## config.mk

```make
export PLATFORM = sky130hd
export DESIGN_NAME = ram_dual_req_arbiter
export DESIGN_NICKNAME = d
export VERILOG_FILES = /design/src/rtl/ram_dual_req_arbiter_pkg.sv /design/src/rtl/ram_dual_req_arbiter_ram.sv /design/src/rtl/ram_dual_req_arbiter.sv
export SDC_FILE = /design/constraint.sdc
export NUM_CORES = 1
export LEC_CHECK = 0
export CORE_MARGIN = 1
export CORE_UTILIZATION = 55
export CTS_CLUSTER_SIZE = 24
export DETAILED_ROUTE_END_ITERATION = 8
export DONT_BUFFER_PORTS = 1
export MAX_ROUTING_LAYER = met4
export PLACE_DENSITY = 0.7
export SETUP_SLACK_MARGIN = 0.3
export SLEW_MARGIN = 20
export SYNTH_ARGS = -nofsm -noshare
export SYNTH_HDL_FRONTEND = slang
export SYNTH_SLANG_ARGS = --single-unit
```

## constraint.sdc

```tcl
create_clock -name clk -period 3.37 [get_ports clk]
set_input_delay 0.5055 -clock clk [delete_from_list [all_inputs] [get_ports clk]]
set_output_delay 0.5055 -clock clk [all_outputs]
set_load 0.02 [all_outputs]
```

## src/rtl/ram_dual_req_arbiter_pkg.sv

```systemverilog
// +--------------------------------------------------------------------+
// | ram_dual_req_arbiter_pkg: shared widths and pointer encoding        |
// | Rev 1.0                                                             |
// +--------------------------------------------------------------------+
`default_nettype none

package ram_dual_req_arbiter_pkg;

  localparam int DEFAULT_ADDR_W = 6;
  localparam int DEFAULT_DATA_W = 8;

  localparam logic PORT0 = 1'b0;
  localparam logic PORT1 = 1'b1;

endpackage

`default_nettype wire

```

## src/rtl/ram_dual_req_arbiter_ram.sv

```systemverilog
// +--------------------------------------------------------------------+
// | ram_single_port: 64x8 RAM, one write and one registered read/cycle  |
// | Rev 1.0                                                             |
// +--------------------------------------------------------------------+
`default_nettype none

module ram_single_port #(
  parameter int ADDR_W = 6,
  parameter int DATA_W = 8
) (
  input  logic              clk,
  input  logic              we,
  input  logic [ADDR_W-1:0] waddr,
  input  logic [DATA_W-1:0] wdata,
  input  logic [ADDR_W-1:0] raddr,
  output logic [DATA_W-1:0] rdata
);

  logic [DATA_W-1:0] r_mem [0:(1<<ADDR_W)-1];

  // Read returns the pre-write contents on an address collision.
  always_ff @(posedge clk) begin
    if (we) begin
      r_mem[waddr] <= wdata;
    end
    rdata <= r_mem[raddr];
  end

endmodule

`default_nettype wire

```

## src/rtl/ram_dual_req_arbiter.sv

```systemverilog
// +--------------------------------------------------------------------+
// | ram_dual_req_arbiter: two requesters share one RAM, independent     |
// | round-robin read/write arbitration with write-first forwarding      |
// | Rev 1.0                                                             |
// +--------------------------------------------------------------------+
`default_nettype none

module ram_dual_req_arbiter
  import ram_dual_req_arbiter_pkg::*;
#(
  parameter int ADDR_W = DEFAULT_ADDR_W,
  parameter int DATA_W = DEFAULT_DATA_W
) (
  input  logic              clk,
  input  logic              rst,
  input  logic              req0,
  input  logic              we0,
  input  logic [ADDR_W-1:0] addr0,
  input  logic [DATA_W-1:0] wdata0,
  output logic              gnt0,
  output logic              rvalid0,
  input  logic              req1,
  input  logic              we1,
  input  logic [ADDR_W-1:0] addr1,
  input  logic [DATA_W-1:0] wdata1,
  output logic              gnt1,
  output logic              rvalid1,
  output logic [DATA_W-1:0] rdata
);

  logic              r_wpri;
  logic              r_rpri;
  logic              r_rvalid0;
  logic              r_rvalid1;
  logic              r_fwd;
  logic [DATA_W-1:0] r_fwd_data;
  logic [DATA_W-1:0] r_hold;

  logic              w_wr_req0, w_wr_req1, w_rd_req0, w_rd_req1;
  logic              w_wr_gnt0, w_wr_gnt1, w_rd_gnt0, w_rd_gnt1;
  logic              w_ram_we;
  logic              w_rd_any;
  logic              w_fwd_hit;
  logic [ADDR_W-1:0] w_waddr;
  logic [ADDR_W-1:0] w_raddr;
  logic [DATA_W-1:0] w_wdata;
  logic [DATA_W-1:0] w_ram_q;
  logic [DATA_W-1:0] w_rdata;

  always_comb begin
    w_wr_req0 = ~rst & req0 &  we0;
    w_wr_req1 = ~rst & req1 &  we1;
    w_rd_req0 = ~rst & req0 & ~we0;
    w_rd_req1 = ~rst & req1 & ~we1;

    // A lone requester always wins; the pointer only breaks ties.
    w_wr_gnt0 = w_wr_req0 & (~w_wr_req1 | (r_wpri == PORT0));
    w_wr_gnt1 = w_wr_req1 & (~w_wr_req0 | (r_wpri == PORT1));
    w_rd_gnt0 = w_rd_req0 & (~w_rd_req1 | (r_rpri == PORT0));
    w_rd_gnt1 = w_rd_req1 & (~w_rd_req0 | (r_rpri == PORT1));

    w_ram_we  = w_wr_gnt0 | w_wr_gnt1;
    w_rd_any  = w_rd_gnt0 | w_rd_gnt1;
    w_waddr   = w_wr_gnt1 ? addr1  : addr0;
    w_wdata   = w_wr_gnt1 ? wdata1 : wdata0;
    w_raddr   = w_rd_gnt1 ? addr1  : addr0;
    w_fwd_hit = w_ram_we & w_rd_any & (w_waddr == w_raddr);
  end

  assign gnt0 = w_wr_gnt0 | w_rd_gnt0;
  assign gnt1 = w_wr_gnt1 | w_rd_gnt1;

  ram_single_port #(
    .ADDR_W (ADDR_W),
    .DATA_W (DATA_W)
  ) u_ram (
    .clk   (clk),
    .we    (w_ram_we),
    .waddr (w_waddr),
    .wdata (w_wdata),
    .raddr (w_raddr),
    .rdata (w_ram_q)
  );

  always_ff @(posedge clk) begin
    if (rst) begin
      r_wpri     <= PORT0;
      r_rpri     <= PORT0;
      r_rvalid0  <= 1'b0;
      r_rvalid1  <= 1'b0;
      r_fwd      <= 1'b0;
      r_fwd_data <= '0;
      r_hold     <= '0;
    end else begin
      if (w_wr_req0 & w_wr_req1) begin
        r_wpri <= ~r_wpri;
      end
      if (w_rd_req0 & w_rd_req1) begin
        r_rpri <= ~r_rpri;
      end
      r_rvalid0 <= w_rd_gnt0;
      r_rvalid1 <= w_rd_gnt1;
      r_fwd     <= w_fwd_hit;
      if (w_fwd_hit) begin
        r_fwd_data <= w_wdata;
      end
      r_hold <= w_rdata;
    end
  end

  // The RAM output moves with every read address, so idle cycles show the held value.
  always_comb begin
    w_rdata = r_hold;
    if (r_rvalid0 | r_rvalid1) begin
      w_rdata = r_fwd ? r_fwd_data : w_ram_q;
    end
  end

  assign rvalid0 = r_rvalid0;
  assign rvalid1 = r_rvalid1;
  assign rdata   = w_rdata;

endmodule

`default_nettype wire
```

* Yosys cells after proc, flatten, opt, wreduce, memory -nomap -nowiden
Memory sizes are Yosys's and may differ from the RTL's. A register that Yosys moved wholly into a read port is not among the register bits. Cells that the tools add are included.
Word-level totals: flip-flop bits (word level) 21, RAM bits 512, input bits 34, output and inout port bits 12, word-level logic and storage cells 48, memories kept 1
Memories:
- u_ram.r_mem | depth 64, width 8, rd ports 1, clocked after Yosys merged registers in 1, write ports 1, line ram_dual_req_arbiter_ram.sv:19 | logic [DATA_W-1:0] r_mem [0:(1<<ADDR_W)-1];
Operators by class: eq/ne operators 1, mux-type cells 7, bitwise gates (word level) 32
Operators by type and width (number):
- two-way mux 8 bit | 3
- AND 1 bit | 14
- two-way mux 6 bit | 2
- inverter 1 bit | 9
- OR 1 bit | 9
- == test 6 bit | 1
- two-way mux 1 bit | 2

* Logic depth before layout (Yosys ltp)
depth in word-level cells 9, depth in mapped cells 12, gate-level depth less buffers 8

* Hierarchy
A second synthesis with hierarchy kept.
Second synthesis, totals: cell total of the unflattened synthesis 1066, area, all modules 21483.1 µm²
By module, submodules not included:
- ram_single_port | instances 1, cells each 940, area an instance 20166.8 µm², seq. area each 15534.9 µm²
- ram_dual_req_arbiter | instances 1, cells each 126, area an instance 1316.3 µm², seq. area each 420.4 µm²

* Least setup slack after synthesis
OpenSTA, ideal clock, no wires.
path type input port to flip-flop, start input port we0, end memory u_ram.r_mem[32][0], enable pin, library setup time 0.370 ns, data arrival time 2.610 ns, required time 3.000 ns, path slack 0.390 ns, stages on the path 9, path buffers 3, cells stage by stage buf_2 nand2_1 o21ai_0 clkbuf_1 mux2i_1 nand2_1 or2_2 clkbuf_1 nor2_1
On the way: longest elaborated chain between the ends 7, elaborated cells on any way between the ends 9, classes of those cells mux: 3; bitwise: 6
RTL lines:
- start: declaration | line ram_dual_req_arbiter.sv:17 | input logic we0,
- AND 1 bit (*) | line ram_dual_req_arbiter.sv:51 | w_wr_req0 = ~rst & req0 & we0;
- inverter 1 bit | line ram_dual_req_arbiter.sv:58 | w_wr_gnt1 = w_wr_req1 & (~w_wr_req0 | (r_wpri == PORT1));
- OR 1 bit | line ram_dual_req_arbiter.sv:58
- AND 1 bit | line ram_dual_req_arbiter.sv:58
- OR 1 bit | line ram_dual_req_arbiter.sv:62 | w_ram_we = w_wr_gnt0 | w_wr_gnt1;
- two-way mux 1 bit | line ram_dual_req_arbiter_ram.sv:23 | if (we) begin
- two-way mux 1 bit (implied by the code) | line ram_dual_req_arbiter_ram.sv:24 | r_mem[waddr] <= wdata;
- end: declaration | line ram_dual_req_arbiter_ram.sv:19
Every way passes the cells marked *; elsewhere a longest branch is shown, timed or not.

* Final worst setup path
start register r_rpri, end register u_ram.rdata[6], read port of u_ram.r_mem
On the way: longest elaborated chain between the ends 3
RTL lines:
- start: declaration | line ram_dual_req_arbiter.sv:32 | logic r_rpri;
- start signal: assignment | line ram_dual_req_arbiter.sv:99 | r_rpri <= ~r_rpri;
- OR 1 bit | line ram_dual_req_arbiter.sv:60 | w_rd_gnt1 = w_rd_req1 & (~w_rd_req0 | (r_rpri == PORT1));
- AND 1 bit | line ram_dual_req_arbiter.sv:60
- two-way mux 6 bit | line ram_dual_req_arbiter.sv:66 | w_raddr = w_rd_gnt1 ? addr1 : addr0;
- end: declaration | line ram_dual_req_arbiter_ram.sv:16 | output logic [DATA_W-1:0] rdata
No other way between the ends. A chain may end at the register's enable or synchronous reset.

==> flow_summary_export.csv <==
group,metric,value,unit
run_status,status,"completed",
sta,skew,0.0250,ns
worst_setup_path,crit_chain,"or3b_4 > nand2_2 > buf_4 > nor2_1 > a41oi_2 > buf_4 > o221ai_1 > a221oi_1 > nor4_1",
global_route,grt_pass1_wl,82400,microns
sta,holdWs,0.0327,ns
clocking,cts_setup_buffers,0,
worst_setup_path,ff2ff_path_depth,9,
power,p_per_area,563,mW/mm^2
sta,hold_viol_final,0,
sta,worst_pin_slew,0.919,ns
clocking,htreeDepth,2,
clocking,cts.clk_slew.worst_paths,0.06,ns
placed_design,place.gp.congestion,0.888,
clocking,clock_latency,0.60,ns
logic_synthesis,synth_cell_types,50,
min_path,hold_end,"rvalid0$_SDFF_PP0_",
cells_and_area,area_delta_synth_final,13.3,%
min_path,min_from,"req1",
logic_synthesis,syn_nets,1482,
cells_and_area,fin_area,0.0250,sq mm
placed_design,dpl.hpwl,34300,microns
clocking,cts_num_sinks,541,
clocking,cts_tree,"done",
worst_setup_path,timing.rr.start,"r_rpri$_SDFFE_PP0P_",
detailed_routing,dr_total_vias,13511,
logic_synthesis,syn_inst,1448,
worst_setup_path,cp-end-kind,"register",
detailed_routing,drcViolationCount,0,
min_path,min_path_type,"in -> reg",
placed_design,placed_cells,1984,
cells_and_area,final_cell_mix,"edfxtp_1 (512), mux2i_1 (146), buf_4 (120)",
detailed_routing,via_per_inst,6.49,
power,ir_worst_vdd,0.433,mV
worst_setup_path,cp_max_fo,12,
floorplanning,die_y,202,microns
global_route,grt_overflow_total,0,
logic_synthesis,ys_warn_count,0,
worst_setup_path,cp_slowest_cell,"a221oi_1",
floorplanning,rows,72,
sta,maxSlewHeadroom,38.7,%
detailed_routing,routedWlPerCell,26.6,microns
detailed_routing,firstDrtPassIters,5,
logic_synthesis,syn_area_per_cell,15.2,sq um
worst_setup_path,crit_arrival,3.43,ns
cells_and_area,drive_above_1_share,15.2,%
logic_synthesis,synth.yosys.seq_area_share,72.4,%
global_route,grtUsageTotal,28.1,%
floorplanning,start_util,56.4,%
placed_design,port_buffers,0,
sta,rsz0062_at_grt,"false",
cells_and_area,fin_cells,2082,
global_route,grt_antenna_before_repair,0,
clocking,ctsRootBufferMaster,"clkbuf_16",
floorplanning,ios,46,
cells_and_area,finalNetCount,1556,
worst_setup_path,rrSetupSlack,0.39,ns
global_route,grt_pass1_vias,13028,
power,power_leakage,8.66,nW
sta,fin_crit_sh,88.4,%
worst_setup_path,cpPeakStageDelay,0.63,ns
cells_and_area,mostFrequentLayoutCell,"edfxtp_1",
floorplanning,dieArea,0.0409,sq mm
sta,slew_violations,0,
worst_setup_path,startpoint_type,"register",
cells_and_area,fin_util,63.9,%
sta,clock.fmax,0.336,GHz
detailed_routing,drtAntennaViolNets,0,
worst_setup_path,crit_required,3.82,ns
clocking,cts.path.max_buffers,3,
detailed_routing,first_iter_violations,1786,
floorplanning,core,0.0391,sq mm
job,drv_cap,0,
logic_synthesis,syn-cell-area,0.0220,sq mm
cells_and_area,multi_input_area,0.00555,sq mm
placed_design,dpl_cell_area,0.0233,sq mm
clocking,cts_buffers,52,
power,power,14.1,mW
worst_setup_path,crit_top_cell,"buf_4",
sta,finalSetupViolations,0,
cells_and_area,antenna_cells,0,
cells_and_area,fillers,2746,
global_route,grt_max_degree,94,
min_path,whs_path_depth,1,
cells_and_area,regArea,0.0160,sq mm
detailed_routing,wl,55500,microns
logic_synthesis,synth_seq_cells,541,
worst_setup_path,r2r-end,"u_ram.rdata[6]$_DFF_P_",
sta,fin_crit,2.98,ns
floorplanning,die_w,202,microns
worst_setup_path,crit_type,"reg -> reg",
## where the power goes
part           leakage [nW]  switching [mW]  internal (mW)
sequential             4.84          0.0347           7.44
clock                 0.778            2.40           3.09
combinational          3.04           0.741          0.350
## cell type report
class / count / area share, %
clock inverters: 12 / 0.281
flip-flops and latches: 541 / 63.9
clock buffers: 84 / 6.10
inverters: 5 / 0.0752
multi-input cells: 786 / 22.2
well taps: 518 / 2.60
repair buffers: 136 / 4.81
## layer usage
metal	vias up	GRT usage, %	share of wire (%)
li1	5892	-	-
met2	701	42.5	47
met3	126	5.53	9.4
met5	-	-	0
met4	0	9.24	3.4
met1	6792	38.6	40
## worst max path at each step
| stage | from | endpoint | cells past startpoint |
|---|---|---|---|
| floorplan | we0 | u_ram.r_mem[32][0]$_DFFE_PP_ | 9 |
| global placement | we1 | u_ram.rdata[5]$_DFF_P_ | 10 |
| detailed placement | we1 | u_ram.rdata[5]$_DFF_P_ | 10 |
| CTS | r_rpri$_SDFFE_PP0P_ | u_ram.rdata[5]$_DFF_P_ | 11 |
| global route | r_rpri$_SDFFE_PP0P_ | u_ram.rdata[3]$_DFF_P_ | 11 |
| finish | r_rpri$_SDFFE_PP0P_ | u_ram.rdata[6]$_DFF_P_ | 9 |
## cells in the mapped netlist, drive strengths merged
cell type	number	area share [%]
a41oi	2	0.080
nor3	3	0.068
dfxtp	29	2.6
o31ai	2	0.068
and3	96	2.7
nand3	8	0.20
and2	1	0.040
nor4	9	0.26
a311oi	1	0.040
mux2	10	0.51
a21oi	6	0.14
nor2	79	1.3
or2	5	0.14
nor2b	8	0.23
nor4bb	1	0.045
nand2	95	1.6
o221ai	32	1.3
o21ai	48	1.1
xor2	4	0.16
nand4b	1	0.040
xnor2	4	0.16
or3b	2	0.091
nor3b	4	0.16
nand4	1	0.028
or3	6	0.17
a211oi	96	3.3
mux2i	147	6.7
nand3b	9	0.31
nand2b	4	0.11
buf	35	1.3
a21o	1	0.034
clkbuf	81	1.4
a31oi	36	1.0
a221oi	64	2.6
a32o	1	0.045
edfxtp	512	70
inv	5	0.085
## registers in the layout, indices dropped and copies added (netlist names)
signal       count
r_wpri           1
r_fwd_data       8
rvalid1          1
r_hold           8
r_fwd            1
rvalid0          1
u_ram.r_mem    512
r_rpri           1
u_ram.rdata      8
## metrics by stage
step           setup TNS [ns]  worst slack (ns)
2_1_floorplan               0             0.390
4_1_cts                     0             0.344
6_report                    0             0.390
5_1_grt                     0             0.300
3_5_place_dp                0            0.0425
3_3_place_gp          -0.0400           -0.0400
## critical path: cells and delay by family, from the launching register on
family                 cells  cell delay [ns]
and+or+nand+nor            4             0.70
DFF                        1             0.36
AOI/OAI and AO/OA          3             1.27
buffers and inverters      2             0.49
## timing repair
action	in CTS	in global routing
gates resized for setup	0	4
hold buffers	2	0
endpoints found under the setup margin	0	3
hold endpoints to repair	19	0
## cells by family (layout without fill, tap and decap cells)
kind of cell,after synthesis,in the layout,share of synthesized area [%]
AOI/OAI and AO/OA,289,289,9.68
xor gates and xnor gates,8,8,0.318
buffers and inverters,121,237,2.81
DFF,541,541,72.4
muxes,157,157,7.19
and+or+nand+nor,332,332,7.59
Power figures use the tool's default switching activity.
